<file path="src/rtl/bkey_frame_rx.sv">
// bkey_frame_rx: receiver for the keyboard-brightness serial key line.
// The line is synchronised, each frame's start/stop framing is validated,
// and a FRAME_BITS-wide code is deserialised LSB first. Each accepted code
// is presented with a one-cycle strobe. Brightness up/down codes are decoded
// into held key levels that time out after KEY_HOLD_CYCLES.
//
// Ports:
//   LPC_CLK33M_GMUX  in   clock, 33 MHz
//   LPCPLUS_RESET_L  in   asynchronous active-low reset
//   GMUX_RESET_L     in   asynchronous serial key line, idles high
//   frame_code       out  last accepted code
//   frame_valid      out  one-cycle strobe; frame_code updated in the same cycle
//   frame_err        out  one-cycle strobe when the stop bit is sampled low
//   key_up           out  brightness-up held level
//   key_down         out  brightness-down held level
//   busy             out  receiver is not idle
//
// Build option: define BKEY_GLITCH_FILTER_EN to put a 3-tap majority filter
// after the synchroniser. It rejects 1-cycle pulses and adds 2 cycles of
// latency.
module bkey_frame_rx #(
  parameter int unsigned BIT_PERIOD      = 2640,
  parameter int unsigned FRAME_BITS      = 14,
  parameter logic [FRAME_BITS-1:0] CODE_UP   = FRAME_BITS'(14'h1FFD),
  parameter logic [FRAME_BITS-1:0] CODE_DOWN = FRAME_BITS'(14'h1FFE),
  parameter int unsigned KEY_HOLD_CYCLES = 330000
) (
  input  logic                  LPC_CLK33M_GMUX,
  input  logic                  LPCPLUS_RESET_L,
  input  logic                  GMUX_RESET_L,
  output logic [FRAME_BITS-1:0] frame_code,
  output logic                  frame_valid,
  output logic                  frame_err,
  output logic                  key_up,
  output logic                  key_down,
  output logic                  busy
);

  localparam int unsigned TW = $clog2(BIT_PERIOD);
  localparam int unsigned IW = $clog2(FRAME_BITS);
  localparam int unsigned HW = $clog2(KEY_HOLD_CYCLES + 1);

  localparam logic [TW-1:0] HALF_LAST = TW'(BIT_PERIOD / 2 - 1);
  localparam logic [TW-1:0] BIT_LAST  = TW'(BIT_PERIOD - 1);
  localparam logic [IW-1:0] IDX_LAST  = IW'(FRAME_BITS - 1);
  localparam logic [HW-1:0] HOLD_LAST = HW'(KEY_HOLD_CYCLES - 1);
  localparam logic [HW-1:0] HOLD_MAX  = HW'(KEY_HOLD_CYCLES);

  typedef enum logic [1:0] {
    IDLE  = 2'd0,
    START = 2'd1,
    DATA  = 2'd2,
    STOP  = 2'd3
  } state_e;

  state_e                state_q, state_d;
  logic                  sync1_q, sync2_q;
  logic                  line_prev_q;
  logic                  line_s;
  logic                  fall;
  logic [TW-1:0]         timer_q, timer_d;
  logic [IW-1:0]         idx_q, idx_d;
  logic [FRAME_BITS-1:0] shift_q, shift_d;
  logic [FRAME_BITS-1:0] code_q, code_d;
  logic                  valid_q, valid_d;
  logic                  err_q, err_d;
  logic                  key_up_q, key_up_d;
  logic                  key_down_q, key_down_d;
  logic [HW-1:0]         hold_q, hold_d;
  logic                  busy_q, busy_d;

  // Optional majority filter over the last three synchronised samples.
`ifdef BKEY_GLITCH_FILTER_EN
  logic [2:0] tap_q, tap_d;
  always_comb begin
    tap_d  = {tap_q[1:0], sync2_q};
    line_s = (tap_q[0] & tap_q[1]) | (tap_q[0] & tap_q[2]) | (tap_q[1] & tap_q[2]);
  end
`else
  always_comb line_s = sync2_q;
`endif

  assign fall = ~line_s & line_prev_q;

  // Next-state, datapath and output logic.
  always_comb begin
    state_d    = state_q;
    timer_d    = timer_q;
    idx_d      = idx_q;
    shift_d    = shift_q;
    code_d     = code_q;
    valid_d    = 1'b0;
    err_d      = 1'b0;
    key_up_d   = key_up_q;
    key_down_d = key_down_q;
    hold_d     = hold_q;

    // Key hold timeout; saturating counter runs only while a key is held.
    if (key_up_q | key_down_q) begin
      if (hold_q == HOLD_LAST) begin
        key_up_d   = 1'b0;
        key_down_d = 1'b0;
        hold_d     = '0;
      end else if (hold_q != HOLD_MAX) begin
        hold_d = hold_q + HW'(1);
      end
    end

    case (state_q)
      IDLE: begin
        timer_d = '0;
        if (fall) state_d = START;
      end

      // Re-check the line half a bit after the edge to reject glitches.
      START: begin
        if (timer_q == HALF_LAST) begin
          timer_d = '0;
          idx_d   = '0;
          state_d = line_s ? IDLE : DATA;
        end else begin
          timer_d = timer_q + TW'(1);
        end
      end

      // Mid-bit samples shift in from the top so bit 0 ends up LSB.
      DATA: begin
        if (timer_q == BIT_LAST) begin
          timer_d = '0;
          shift_d = {line_s, shift_q[FRAME_BITS-1:1]};
          if (idx_q == IDX_LAST) state_d = STOP;
          else                   idx_d   = idx_q + IW'(1);
        end else begin
          timer_d = timer_q + TW'(1);
        end
      end

      // Decoded key set here overrides a same-cycle hold expiry.
      STOP: begin
        if (timer_q == BIT_LAST) begin
          timer_d = '0;
          state_d = IDLE;
          if (line_s) begin
            valid_d    = 1'b1;
            code_d     = shift_q;
            key_up_d   = (shift_q == CODE_UP);
            key_down_d = (shift_q == CODE_DOWN);
            hold_d     = '0;
          end else begin
            err_d = 1'b1;
          end
        end else begin
          timer_d = timer_q + TW'(1);
        end
      end

      default: state_d = IDLE;
    endcase

    busy_d = (state_d != IDLE);
  end

  // All state; synchroniser and filter taps reset to the idle-high level.
  always_ff @(posedge LPC_CLK33M_GMUX or negedge LPCPLUS_RESET_L) begin
    if (!LPCPLUS_RESET_L) begin
      sync1_q     <= 1'b1;
      sync2_q     <= 1'b1;
      line_prev_q <= 1'b1;
`ifdef BKEY_GLITCH_FILTER_EN
      tap_q       <= 3'b111;
`endif
      state_q     <= IDLE;
      timer_q     <= '0;
      idx_q       <= '0;
      shift_q     <= '0;
      code_q      <= '0;
      valid_q     <= 1'b0;
      err_q       <= 1'b0;
      key_up_q    <= 1'b0;
      key_down_q  <= 1'b0;
      hold_q      <= '0;
      busy_q      <= 1'b0;
    end else begin
      sync1_q     <= GMUX_RESET_L;
      sync2_q     <= sync1_q;
      line_prev_q <= line_s;
`ifdef BKEY_GLITCH_FILTER_EN
      tap_q       <= tap_d;
`endif
      state_q     <= state_d;
      timer_q     <= timer_d;
      idx_q       <= idx_d;
      shift_q     <= shift_d;
      code_q      <= code_d;
      valid_q     <= valid_d;
      err_q       <= err_d;
      key_up_q    <= key_up_d;
      key_down_q  <= key_down_d;
      hold_q      <= hold_d;
      busy_q      <= busy_d;
    end
  end

  assign frame_code  = code_q;
  assign frame_valid = valid_q;
  assign frame_err   = err_q;
  assign key_up      = key_up_q;
  assign key_down    = key_down_q;
  assign busy        = busy_q;

endmodule

</file>
<file path="config.mk">
export PLATFORM = sky130hd
export DESIGN_NAME = bkey_frame_rx
export DESIGN_NICKNAME = d
export VERILOG_FILES = /design/src/rtl/bkey_frame_rx.sv
export SDC_FILE = /design/constraint.sdc
export NUM_CORES = 1
export LEC_CHECK = 0
export BUFFER_PORTS_ARGS = -buffer_cell sky130_fd_sc_hd__buf_2
export CORE_ASPECT_RATIO = 0.8
export CORE_MARGIN = 8
export CORE_UTILIZATION = 45
export DETAILED_ROUTE_END_ITERATION = 8
export PLACE_DENSITY = 0.73
export SETUP_SLACK_MARGIN = 0.15
export SLEW_MARGIN = 5
export SYNTH_ARGS = -nofsm -noshare
export SYNTH_HDL_FRONTEND = slang
export SYNTH_SLANG_ARGS = --single-unit
</file>
<file path="constraint.sdc">
create_clock -name LPC_CLK33M_GMUX -period 2.1 [get_ports LPC_CLK33M_GMUX]
set_input_delay 0.21 -clock LPC_CLK33M_GMUX [delete_from_list [all_inputs] [get_ports LPC_CLK33M_GMUX]]
set_output_delay 0.21 -clock LPC_CLK33M_GMUX [all_outputs]
set_load 0.02 [all_outputs]
</file>
# Yosys cells after proc, flatten, opt, wreduce, memory -nomap -nowiden
# Cells that the tools add are included.
word_totals:
  wordCells: 76
  output_inout_bits: 19
  in_bits: 3
  register_bits: 73
op_classes:
  eq_ne: 13
  addsub: 3
  n_reduce_logical: 7
  mux: 36
  n_bitwise: 3
ops:
  columns: ["op", "n"]
  rows:
  - ["$mux 19", 6]
  - ["$pmux 12 s3", 1]
  - ["$eq 14x13->1 const B", 2]
  - ["$mux 12", 2]
  - ["$add 19x1->19 const B", 1]
  - ["$eq 19x19->1 const B", 1]
  - ["$ne 19x19->1 const B", 1]
  - ["$mux 1", 16]
  - ["$add 12x1->12 const B", 1]
  - ["$eq 12x11->1 const B", 1]
  - ["$eq 12x12->1 const B", 1]
  - ["$mux 2", 6]
  - ["$mux 4", 3]
  - ["$pmux 2 s4", 1]
  - ["$pmux 4 s2", 1]
  - ["$ne 2x2->1 const B", 3]
  - ["$add 4x1->4 const B", 1]
  - ["$eq 2x2->1 const B", 2]
  - ["$eq 4x4->1 const B", 1]
  - ["$reduce_and 4->1", 1]
  - ["$reduce_bool 2->1", 2]
  - ["$reduce_and 3->1", 1]
  - ["$eq 2x1->1 const B", 1]
  - ["$logic_not 2->1", 1]
  - ["other kinds (5)", 5]

# Longest topological paths before layout
depth:
  ltp_word: 7
  depth_mapped: 9

# Worst setup path after synthesis
# OpenSTA, ideal clock, no wires.
synth_timing:
  kind: "flip-flop to flip-flop"
  from: "register hold_q[5]"
  to: "register key_down_q, in the netlist key_down"
  arrival_ns: 1.836
  period_less_slack_ns: 1.956
  path_buffers: 0
  slack_ns: 0.144
  stages_incl_launch_ff: 6
  cell_sequence: "dfrtp_1 > or4_4 > nor4_4 > nand2_2 > and3_1 > a31o_1"
synth_via:
  elab_chain_len: 6
synth_lines:
  columns: ["element", "line_no", "source"]
  rows:
  - ["start: declaration", "69", "logic [HW-1:0] hold_q, hold_d;"]
  - ["start signal: assignment", "199", "hold_q <= hold_d;"]
  - ["$eq 19x19->1 *", "100", "if (hold_q == HOLD_LAST) begin"]
  - ["$mux 1 *", "100", null]
  - ["$mux 1 *", "99", "if (key_up_q | key_down_q) begin"]
  - ["$mux 1", "143", "if (line_s) begin"]
  - ["$mux 1", "140", "if (timer_q == BIT_LAST) begin"]
  - ["$mux 1 *", "109", "case (state_q)"]
  - ["net key_down_d", "68", "logic key_down_q, key_down_d;"]
  - ["end signal: assignment", "198", "key_down_q <= key_down_d;"]
  - ["end: declaration", "68", null]
# Mark *: on every way through the listed nets, which the timed path passes. The rest lies on a longest branch.
# A chain may end at the register's enable or synchronous reset.

# Worst setup path in the final report
layout_timing:
  from: "register hold_q[6]"
  to: "register hold_q[1]"
layout_via:
  elab_chain_len: 7
  elab_cells_between_ends: 8
  classes_between: "eq/ne: 2; mux: 6"
layout_lines:
  columns: ["element", "line_no", "source"]
  rows:
  - ["$ne 19x19->1", "104", "end else if (hold_q != HOLD_MAX) begin"]
  - ["$mux 19", "104", null]
  - ["$mux 19 *", "100", null]
  - ["$mux 19 *", "99", null]
  - ["$mux 19", "143", null]
  - ["$mux 19", "140", null]
  - ["$mux 19 *", "109", null]
  - ["net hold_d[1]", "69", null]
# Marked as above.

==> flow_summary.json <==
{
  "async_flop_share_pct": 100.0,
  "max_freq_mhz": 506.4,
  "row_count": 28,
  "core_area_um2": 7462,
  "drt_drc_violations_left": 0,
  "cts_max_path_buffers": 2,
  "worstPathArrival_ns": 2.22,
  "min_period_ns": 1.975,
  "areaGrowthSynthToFinish_pct": 19.15,
  "antenna_cells": 0,
  "top_layer": "met4",
  "slew_viol_final": 0,
  "p_per_area_nw_per_um2": 679.4,
  "ir_worst_vdd_mv": 0.5730,
  "via_count": 2753,
  "netlist_instances": 367,
  "fin_cells": 521,
  "finalHoldViolCount": 0,
  "finalCritPeriodShare_pct": 94.04,
  "syn_area_um2": 3476,
  "critPathCaptureType": "flip-flop",
  "antenna_found_initial": 0,
  "post-place-cells": 499,
  "top_level_ports": 22,
  "cts_tree": "yes",
  "clk_pin_slew_worst_paths_ns": 0.09,
  "gp_congestion": 0.8510,
  "synth_seq_area_share_pct": 52.66,
  "dr.pass1.iters": 4,
  "p_leak_nw": 1.932,
  "tns_ns": 0,
  "dr_wl_met2_um": 3426,
  "grt_pass1_vias": 2611,
  "setup_viol": 0,
  "layout_common_cells": "nand2_1, dfrtp_1, nor2_1",
  "syn_nets": 375,
  "met1_length_um": 3591,
  "clk_latency_ns": 0.35,
  "grt_first_pass_wirelength_um": 12610,
  "cts.sinks": 73,
  "root_buffer": "clkbuf_8",
  "drtIter0Drc": 135,
  "drv_cap": 0,
  "syn_avg_cell_area_um2": 9.471,
  "grt_max_degree": 74,
  "die_h_um": 94.61,
  "min-delay-path-class": "in -> async",
  "path_max_fanout": 6,
  "place_hpwl_um": 4939,
  "status": "complete, no violations",
  "rsz0062_at_grt": "yes",
  "routed_wl_um": 7375,
  "synth_warnings": 0,
  "tightest_slew_ns": 0.5389,
  "startpoint_type": "flip-flop",
  "r2r_slack_ns": 0.13,
  "portBuffers": 21,
  "cp.required_ns": 2.35,
  "clock_skew_ns": 0.01007,
  "relSlewSlack_pct": 63.59,
  "synth-main-ff-cell": "dfrtp_1",
  "track_usage_pct": 14.47,
  "ys_types": 50,
  "synth_seq_cells": 73,
  "die_x_um": 114.3,
  "die-area_um2": 10810,
  "final_common_cell": "nand2_1",
  "synth_edf_count": 0,
  "gr-total-overflow": 0,
  "ant_nets": 0,
  "crit_type": "reg -> reg",
  "dr_wl_met3_um": 336,
  "final_nets": 419,
  "cts_buffers": 9,
  "drive_above_1_share_pct": 20.91,
  "start_util_pct": 46.58,
  "via_per_inst": 5.284,
  "wire_per_inst_um": 14.16,
  "htreeDepth": 3
}
## synth_stat cells (2+ instances only)
| master | instances | area [um2] |
|---|---|---|
| a211oi_1 | 2 | 15.01 |
| xnor2_1 | 12 | 105.1 |
| and3_1 | 8 | 50.05 |
| a31o_1 | 2 | 17.52 |
| nor2_1 | 40 | 150.1 |
| and4_1 | 5 | 43.79 |
| mux2i_1 | 2 | 20.02 |
| clkbuf_1 | 6 | 22.52 |
| o21ai_0 | 10 | 50.05 |
| and4b_1 | 2 | 20.02 |
| nand2b_1 | 2 | 12.51 |
| or4b_1 | 2 | 20.02 |
| a21oi_1 | 9 | 45.04 |
| nor2b_1 | 5 | 31.28 |
| nor4bb_1 | 2 | 20.02 |
| or2_2 | 2 | 12.51 |
| dfstp_2 | 3 | 78.83 |
| inv_1 | 8 | 30.03 |
| nor4b_1 | 2 | 17.52 |
| xor2_1 | 10 | 87.58 |
| nor3b_1 | 5 | 37.54 |
| nand2_1 | 87 | 326.6 |
| nand4_1 | 13 | 81.33 |
| dfrtp_1 | 70 | 1752 |
| nand3_1 | 11 | 55.05 |
| buf_2 | 6 | 30.03 |
| nor3_1 | 9 | 45.04 |
| ha_1 | 5 | 62.56 |
| nand4b_1 | 4 | 35.03 |
| o21a_1 | 2 | 15.01 |
| o22a_1 | 2 | 17.52 |
## cell type report
cell class                      instances  area, um2
Clock inverter                          7      62.56
Multi-Input combinational cell        273       1628
Sequential cell                        73       1836
Clock buffer                            9      123.9
Timing Repair Buffer                   46      330.3
Tap cell                              105      131.4
Inverter                                8      30.03
Fill cell                             690       3321
## routing by layer
metal | global-route usage [%] | vias up
met4 | 2.652 | 0
met5 | 0 | -
met2 | 22.46 | 49
met3 | 5.230 | 2
met1 | 19.25 | 1345
li1 | - | 1357
## where the power goes
group          total, W  internal [W]  switching [W]
clock           0.00103      0.000451       0.000578
combinational  0.000202     0.0000857       0.000117
sequential      0.00158       0.00148       0.000107
total           0.00281       0.00201       0.000801
## cell families after synthesis
group                      count (synthesis)  share of synthesized area (%)
buffers and inverters                     21                          2.592
and+or+nand+nor                          206                          29.59
xor gates and xnor gates                  22                          5.543
AOI/OAI and AO/OA                         37                          6.912
adders and majority gates                  5                          1.800
DFF                                       73                          52.66
muxes                                      3                         0.8999
## sequential cells by signal (all words and copies together) (netlist names)
register	cells
shift_q	14
key_down	1
frame_valid	1
sync1_q	1
line_prev_q	1
line_s	1
busy	1
idx_q	4
hold_q	19
frame_code	14
key_up	1
state_q	2
frame_err	1
timer_q	12
## per-stage QoR
step	hold WS, ns	util (%)	area, um2	total power (W)	worst slack [ns]
final	0.3660	55.50	4141	0.002814	0.1252
after global routing	0.3727	55.50	4141	0.002961	0.03446
after CTS	0.3698	54.23	4046	0.002830	0.1446
after detailed placement	0.2701	51.24	3824	0.001793	0.1345
after global placement	0.2671	51.24	3824	0.001781	0.1795
after floorplan	-0.08559	-	3481	0.001714	0.1583
## final timing paths
| kind | startpoint | end | depth (start not counted) |
|---|---|---|---|
| max | hold_q[6]$_DFF_PN0_ | hold_q[1]$_DFF_PN0_ | 6 |
| min | LPCPLUS_RESET_L | hold_q[5]$_DFF_PN0_ | 3 |
| max reg2reg | hold_q[6]$_DFF_PN0_ | hold_q[1]$_DFF_PN0_ | 6 |
| min reg2reg | sync1_q$_DFF_PN1_ | line_s$_DFF_PN1_ | 0 |
| max in group asynchronous | LPCPLUS_RESET_L | hold_q[6]$_DFF_PN0_ | 3 |
| min in group LPC_CLK33M_GMUX | sync1_q$_DFF_PN1_ | line_s$_DFF_PN1_ | 0 |
## repair_timing
item                                   4_1_cts  5_1_grt
pin swaps                                    1        9
setup endpoints to repair                    6       62
gates cloned                                 0        0
setup buffers                                2        2
endpoints found under the hold margin       71        0
hold buffers                                 2        0
gates resized for setup                      1       20
## worst max-delay path, stage by stage, from the launching register on
cell and delay, ns:
dfrtp_2 0.45, or4_4 0.55, nor4_4 0.36, buf_4 0.21, a21oi_2 0.08, mux2i_1 0.17
nor2_1 0.06
(Power assumes the default switching activity.)
